==> src/rtl/frame_sync_pkg.sv <==
// frame_sync_pkg: snapshot FSM states and default sizing shared with the display side
package frame_sync_pkg;
  typedef enum logic [1:0] {S_IDLE, S_COPY, S_COMMIT} snap_state_t;
  localparam int NUM_ENTRIES_DEF   = 51;
  localparam int IDX_W_DEF         = 6;
  localparam int SETTLE_CYCLES_DEF = 8;
  localparam int CNT_W_DEF         = 16;
endpackage

==> src/rtl/sync_edge_det.sv <==
// sync_edge_det: 2-FF synchronizer plus a third flop for a one-cycle rise pulse
module sync_edge_det (
  input  logic clk,
  input  logic rst_n,
  input  logic d_i,
  output logic rise_o
);
  logic [2:0] sh_q;
  always_ff @(posedge clk or negedge rst_n)
    if (!rst_n) sh_q <= '0;
    else sh_q <= {sh_q[1:0], d_i};
  assign rise_o = sh_q[1] & ~sh_q[2];
endmodule

==> src/rtl/frame_snapshot_ctrl.sv <==
// frame_snapshot_ctrl: copies game state into a shadow bank during vblank, then commits it atomically
module frame_snapshot_ctrl
  import frame_sync_pkg::*;
#(
  parameter int NUM_ENTRIES   = NUM_ENTRIES_DEF,
  parameter int IDX_W         = IDX_W_DEF,
  parameter int SETTLE_CYCLES = SETTLE_CYCLES_DEF,
  parameter int CNT_W         = CNT_W_DEF
) (
  input  logic             clk,
  input  logic             rst_n,
  input  logic             enable,
  input  logic             vs,
  input  logic             game_tick,
  output logic [IDX_W-1:0] copy_idx,
  output logic             copy_we,
  output logic             commit,
  output logic             busy,
  output logic [CNT_W-1:0] commit_cnt,
  output logic [7:0]       skip_cnt,
  output logic [7:0]       abort_cnt
);
  localparam int SW = $clog2(SETTLE_CYCLES + 1);
  snap_state_t state_q;
  logic tick_rise, vs_q, vs_fall, pending_q, settled_q, we_q, abort;
  logic [SW-1:0] settle_q;
  sync_edge_det u_tick (.clk(clk), .rst_n(rst_n), .d_i(game_tick), .rise_o(tick_rise));
  assign vs_fall = vs_q & ~vs;
  assign abort   = (state_q == S_COPY) & (tick_rise | ~enable);
  // the aborting cycle's source data may already be mid-update, so its write is suppressed
  assign copy_we = we_q & ~abort;
  assign busy    = state_q != S_IDLE;
  always_ff @(posedge clk or negedge rst_n)
    if (!rst_n) begin
      vs_q      <= 1'b0;
      pending_q <= 1'b0;
      settled_q <= 1'b0;
      settle_q  <= '0;
    end else begin
      vs_q <= vs;
      if (tick_rise) begin
        pending_q <= 1'b1;
        settled_q <= 1'b0;
        settle_q  <= '0;
      end else begin
        if (state_q == S_COMMIT) pending_q <= 1'b0;
        if (!settled_q) begin
          if (settle_q == SW'(SETTLE_CYCLES - 1)) settled_q <= 1'b1;
          else settle_q <= settle_q + SW'(1);
        end
      end
    end
  always_ff @(posedge clk or negedge rst_n)
    if (!rst_n) begin
      state_q    <= S_IDLE;
      we_q       <= 1'b0;
      copy_idx   <= '0;
      commit     <= 1'b0;
      commit_cnt <= '0;
      skip_cnt   <= '0;
      abort_cnt  <= '0;
    end else begin
      case (state_q)
        S_IDLE:
          if (vs_fall) begin
            if (enable & pending_q & settled_q & ~tick_rise) begin
              state_q  <= S_COPY;
              we_q     <= 1'b1;
              copy_idx <= '0;
            end else skip_cnt <= skip_cnt + 8'(skip_cnt != 8'hff);
          end
        S_COPY:
          if (abort) begin
            state_q   <= S_IDLE;
            we_q      <= 1'b0;
            copy_idx  <= '0;
            abort_cnt <= abort_cnt + 8'(abort_cnt != 8'hff);
          end else if (copy_idx == IDX_W'(NUM_ENTRIES - 1)) begin
            state_q  <= S_COMMIT;
            we_q     <= 1'b0;
            copy_idx <= '0;
            commit   <= 1'b1;
          end else copy_idx <= copy_idx + IDX_W'(1);
        S_COMMIT: begin
          state_q    <= S_IDLE;
          commit     <= 1'b0;
          commit_cnt <= commit_cnt + CNT_W'(1);
        end
        default: state_q <= S_IDLE;
      endcase
    end
endmodule

==> config.mk <==
export PLATFORM = sky130hd
export DESIGN_NAME = frame_snapshot_ctrl
export DESIGN_NICKNAME = d
export VERILOG_FILES = /design/src/rtl/frame_sync_pkg.sv /design/src/rtl/sync_edge_det.sv /design/src/rtl/frame_snapshot_ctrl.sv
export SDC_FILE = /design/constraint.sdc
export NUM_CORES = 1
export LEC_CHECK = 0
export CORE_ASPECT_RATIO = 2
export CORE_MARGIN = 1
export CORE_UTILIZATION = 48
export CTS_BUF_LIST = sky130_fd_sc_hd__clkbuf_8
export DETAILED_ROUTE_END_ITERATION = 8
export GPL_ROUTABILITY_DRIVEN = 0
export PLACE_DENSITY = 0.78
export SLEW_MARGIN = 20
export SYNTH_ARGS = -nofsm -noshare
export SYNTH_HDL_FRONTEND = slang
export SYNTH_SLANG_ARGS = --single-unit
==> constraint.sdc <==
create_clock -name clk -period 1.7 [get_ports clk]
set_input_delay 0.51 -clock clk [delete_from_list [all_inputs] [get_ports clk]]
set_output_delay 0.51 -clock clk [all_outputs]
set_load 0.01 [all_outputs]
==> reports/results.txt, run 1 <==
Status - complete, but fails checks
Failing checks - setup timing
Library cells used by synthesis - 39
Top post-synthesis cells by area - dfrtp_1, xnor2_1, ha_1
HP Class - input port to asynchronous set/reset pin
Post-synth ARST share - 1.00
FF-to-FF End - skip_cnt[6]
Tot Pwr - 3.64 mW
Switching share of power - 0.317
Commonest cells in the netlist - dfrtp_1, nand2_1, xnor2_1
CP endpoint kind - flip-flop
PwrDens - 1050 mW/mm²
Critical-path maximum fanout - 7
Share of cells above drive strength 1 - 0.282
Clock transition at path regs - 90 ps
CTS tree - built
Final Setup Violations - 10
Int Power - 2.49 mW
Root Driver - clkbuf_8
Starting Density - 0.507
# IOs - 46
Peak Freq - 530 MHz
Syn Area/Cell - 11.4 µm²
Min Hold Slack - 134 ps
Core area - 0.00469 mm²
Max_slew headroom - 0.711
Antenna Nets Post-Route - 0
Routed wire length - 5.34 mm
Max Transition Viols Final - 0
Insertion delay of the later-clocked pin in the worst-skew pair - 300 ps
Fin util - 0.742
Total die area - 0.00525 mm²
Antenna cells - 0
Worst slew pin tran - 432 ps
Clock Power Share - 0.193
LEAKAGE - 1.84 nW
Fin crit period - 1890 ps
Grt total ovfl - 0
WP data required - 1890 ps
FP Rows - 35
Vias in the first global route - 2,026
Post-synth EDFFs - 0
Crit start category - flip-flop
Reg2reg setup slack - -190 ps
Post-DP HPWL - 3.62 mm
Fin. Hold Viols - 0
Max Cap Viol - 0
Syn. warnings - 0
Pre-antenna DRT Iters - 4
Unrepaired setup endpoints after global routing - yes
Port bufs - 45
Routed wire per std cell - 14.3 µm
Final #Nets - 331
Combinational group share of total power - 0.376
Count leader, synth - dfrtp_1
Final Cycle Share - 1.11
DRC Markers - 0
Reg-to-Reg Start - state_q[0]
Crit path from - state_q[0]
Switching power - 1.16 mW
Area growth syn-to-layout - 46.3%
First-pass GRT wire length - 9.10 mm
Initial detailed-routing violation count - 39
VDD IR max - 0.000822 V
Final Skew - 3.65 ps
Sequential share of the synthesized area - 0.548
Crit Path Class - flip-flop to flip-flop
CTS buffer count - 5
Gate Count Post-Synth - 209
Design area - 0.00348 mm²
Die Width - 51.8 µm
CTS H-Tree Depth - 2
Cell taking the most area after synthesis - dfrtp_1
Syn Nets - 222
Post-synth top flop - dfrtp_1
Post-Syn Area - 0.00238 mm²
Longest Clk Path Bufs - 2
All-Layer GR Usage - 0.233
FF-to-FF path depth - 6
Vias per cell - 5.32
DP Area - 0.00314 mm²
Largest net degree at the start of global routing - 22
#FFs+latches synth - 52
Setup ws final - -185 ps
Critical path data arrival time - 2070 ps
CTS Hold Buffers Added - 0
Die height - 102 µm
Flop pwr share - 0.430
Area share of the largest cell type after synthesis - 0.548
Vias - 1,988
Initial antenna violation count - 0
Clock sinks - 52
==> per-layer routing <==
| layer | routed length, µm | global-route usage | vias up |
|---|---|---|---|
| met5 | 0 | 0 | - |
| met4 | 59 | 0.0873 | 0 |
| met3 | 127 | 0.0375 | 4 |
| met2 | 3080 | 0.428 | 47 |
| met1 | 2070 | 0.262 | 974 |
| li1 | - | - | 963 |
==> what timing repair did <==
item | 4_1_cts | 5_1_grt
resized for setup | 54 | 16
pin swaps | 5 | 7
endpoints found under the setup margin | 53 | 23
setup buffers | 24 | 4
==> power groups by stage <==
stage | logic [mW] | registers (mW) | clock network, mW
finish | 1.37 | 1.57 | 0.704
global route | 1.52 | 1.60 | 0.764
CTS | 1.30 | 1.57 | 0.719
detailed placement | 1.25 | 1.61 | 0
global placement | 1.23 | 1.60 | 0
floorplan | 0.467 | 1.70 | 0
==> worst max path at each step <==
stage	to	slack (ps)	cells after the start
6_report	skip_cnt[6]	-190	6
3_5_place_dp	copy_we	-630	4
2_1_floorplan	skip_cnt[3]	20	4
5_1_grt	skip_cnt[3]	-230	5
3_3_place_gp	copy_we	-630	4
4_1_cts	skip_cnt[3]	-160	5
==> registers in the layout, indices dropped and copies added, names as in the netlist <==
signal,cells
skip_cnt,8
we_q,1
abort_cnt,8
settled_q,1
settle_q,4
state_q,2
vs_q,1
copy_idx,6
commit,1
commit_cnt,16
u_tick.sh_q,3
pending_q,1
==> cell families (layout without fill, tap and decap cells) <==
| kind of cell | count (synthesis) | count (layout) | synth area share |
|---|---|---|---|
| buffers and inverters | 8 | 118 | 0.0147 |
| muxes | 3 | 3 | 0.0137 |
| and+or+nand+nor | 88 | 88 | 0.207 |
| xor gates and xnor gates | 30 | 30 | 0.111 |
| AOI/OAI and AO/OA | 20 | 20 | 0.0637 |
| DFF | 52 | 52 | 0.548 |
| adders and majority gates | 8 | 8 | 0.0421 |
==> worst max-delay path: stages, from the launching register on <==
cell and delay (ps):
dfrtp_1 410, buf_6 120, or4b_4 550, a41oi_4 280
buf_4 170, nand4_1 110, xnor2_1 140
==> through the flow <==
step | cells | setup slack, ps | TNS, ps
5_1_grt | 374 | -226 | -1710
3_3_place_gp | 338 | -633 | -6460
4_1_cts | 370 | -164 | -1020
3_5_place_dp | 338 | -633 | -7280
6_report | 374 | -185 | -1060
2_1_floorplan | 209 | 16.6 | 0
==> layout make-up <==
type / count / area (µm²)
Multi-Input combinational cell: 149 / 1110
Clock buffer: 6 / 82.6
Timing Repair Buffer: 105 / 890
Fill cell: 327 / 1210
Sequential cell: 52 / 1300
Clock inverter: 2 / 7.51
Inverter: 5 / 18.8
Tap cell: 55 / 68.8
==> cells in the final DEF, fill, tap and decap left out, drive strengths merged, types with 3 or more instances in the layout <==
cell type,instances
a21oi,4
a41oi,3
and3,5
and4,8
buf,63
clkbuf,6
dfrtp,52
dlygate4sd2,38
ha,8
inv,7
nand2,24
nand3,10
nand4,10
nor2,10
nor2b,3
o21ai,6
xnor2,21
xor2,9
(Power assumes the default switching activity.)
==> run 2: changes to the inputs <==
==> constraint.sdc (replaced) <==
create_clock -name clk -period 1.7 [get_ports clk]
set_input_delay 0.51 -clock clk [delete_from_list [all_inputs] [get_ports clk]]
set_output_delay 0.51 -clock clk [all_outputs]
set_load 0.05 [all_outputs]
==> run 2 against run 1 <==
Effect of this change:
- the flow still finishes with violations (setup timing)
- sequential share of layout area shrank 3.1 points
- setup slack gained 41 ps
- worst hold slack gained 27 ps
- global-route usage shrank 1.3 points
- flip-flop and latch count is the same
- die area is the same
- power grew 27%
- non-clock buffer count shrank 21
- count of clock-buffer cells in the layout is the same
- first-iteration DRC count grew 120%
- largest power group is now combinational cells
- fmax grew 2.2%
- cell count shrank 5.6%
==> reports/results.txt, run 2 (synthesized netlist as in run 1, its figures left out) <==
Largest regs - commit_cnt x16, abort_cnt x8, skip_cnt x8
Unrepaired setup endpoints after global routing - yes
Antenna cells - 0
Clock transition at path regs - 90 ps
HP Class - input port to asynchronous set/reset pin
Most flops, register - commit_cnt
Share of cells above drive strength 1 - 0.430
Crit Path Class - flip-flop to primary output
VDD IR max - 0.00115 V
Vias in the first global route - 1,991
Clock sinks - 52
Die Width - 51.8 µm
Core area - 0.00469 mm²
WP data required - 1190 ps
CTS H-Tree Depth - 2
DP Worst Slack - -602 ps
FP Rows - 35
Final #Nets - 310
Post-DP HPWL - 3.83 mm
Crit start category - flip-flop
Switching share of power - 0.384
Critical path data arrival time - 1330 ps
Initial detailed-routing violation count - 84
Clock Power Share - 0.160
CP endpoint kind - primary output
Starting Density - 0.507
Worst slew pin tran - 492 ps
Most frequent cells in the layout - buf_12, dfrtp_1, buf_4, nand2_1, xnor2_1
Area growth syn-to-layout - 61.6%
Pre-antenna DRT Iters - 4
Flop pwr share - 0.359
Largest net degree at the start of global routing - 53
Setup TNS - -566 ps
Peak Freq - 542 MHz
PwrDens - 1200 mW/mm²
Failing checks - setup timing
Final Cycle Share - 1.08
Commonest non-fill, non-tap cell in the layout - buf_12
Multi-input combinational cell area - 0.00117 mm²
Fin. Hold Viols - 0
LEAKAGE - 1.71 nW
All-Layer GR Usage - 0.221
Vias per cell - 5.67
Max Cap Viol - 0
Routed wire per std cell - 17.7 µm
Int Power - 2.84 mW
Fin crit period - 1840 ps
Max Transition Viols Final - 0
Switching power - 1.77 mW
Grt total ovfl - 0
Longest Clk Path Bufs - 2
Max reg flops - 16
Insertion delay of the later-clocked pin in the worst-skew pair - 320 ps
Reg2reg setup slack - -80 ps
CTS Hold Buffers Added - 0
Die height - 102 µm
DRC Markers - 0
Routed wire length - 6.24 mm
Fillers - 247
Status - complete, but fails checks
Critical-path maximum fanout - 3
Initial antenna violation count - 0
Sequential cell area - 0.00132 mm²
Antenna Nets Post-Route - 0
Setup ws final - -144 ps
Combinational group share of total power - 0.480
Port bufs - 45
Total die area - 0.00525 mm²
Vias - 2,000
Final Skew - 9.44 ps
Final Setup Violations - 10
# IOs - 46
Max_slew headroom - 0.671
DP Area - 0.00355 mm²
Fin util - 0.819
CTS tree - built
CTS buffer count - 5
Tot Pwr - 4.61 mW
Root Driver - clkbuf_8
First-pass GRT wire length - 8.57 mm
Design area - 0.00384 mm²
## run 2: changes by cell type in the layout (fill, tap and decap cells not counted), moves of 3 or more
cell / before / now
and3_1: 5 / 2
and3_4: 0 / 3
buf_4: 54 / 33
dfrtp_2: 1 / 13
dfrtp_1: 51 / 39
dlygate4sd2_1: 38 / 1
buf_12: 2 / 41
## run 2: critical path, stage by stage (launching register included)
cell and delay (ps):
dfrtp_1 410, buf_6 130, nand2b_4 140, a21oi_4 120
nor2b_2 70, buf_12 140
## run 2: metal layers
layer | up-vias | share of wire | GRT usage
met1 | 994 | 0.34 | 0.215
met2 | 70 | 0.59 | 0.423
met4 | 0 | 0.028 | 0.104
met5 | - | 0 | 0
met3 | 16 | 0.038 | 0.0420
li1 | 920 | - | -
## run 2: cell type report
class / instances / area share
flip-flops and latches: 52 / 0.343
inverters: 5 / 0.00489
clock buffers: 6 / 0.0215
repair buffers: 84 / 0.306
clock inverters: 2 / 0.00261
multi-input cells: 149 / 0.304
well taps: 55 / 0.0179
## run 2: what timing repair did
item                                    4_1_cts  5_1_grt
gates resized for setup                      12       18
gates cloned                                  0        0
endpoints found under the hold margin         0        0
endpoints found under the setup margin       10       19
pin swaps                                     4       11
setup buffers                                 5        6
## run 2: worst paths after layout
| check | start | depth (start not counted) | to |
|---|---|---|---|
| max | state_q[1] | 5 | copy_we |
| min | rst_n | 2 | commit_cnt[7] |
| max reg2reg | state_q[1] | 4 | skip_cnt[3] |
| min reg2reg | u_tick.sh_q[0] | 0 | u_tick.sh_q[1] |
| max in group asynchronous | rst_n | 2 | skip_cnt[4] |
| min in group clk | u_tick.sh_q[0] | 0 | u_tick.sh_q[1] |
## run 2: metrics by stage
step | std cells | hold slack [ps]
CTS | 348 | 183
detailed placement | 335 | 357
global placement | 335 | 364
floorplan | 209 | 214
global route | 353 | 183
finish | 353 | 161
## run 2: power by group through the flow
| stage | registers [mW] | logic [mW] | clock network, mW |
|---|---|---|---|
| after floorplan | 2.07 | 0.557 | 0 |
| after global placement | 1.65 | 1.91 | 0 |
| after detailed placement | 1.66 | 1.96 | 0 |
| after CTS | 1.64 | 2.06 | 0.743 |
| after global routing | 1.68 | 2.33 | 0.789 |
| final | 1.66 | 2.21 | 0.739 |
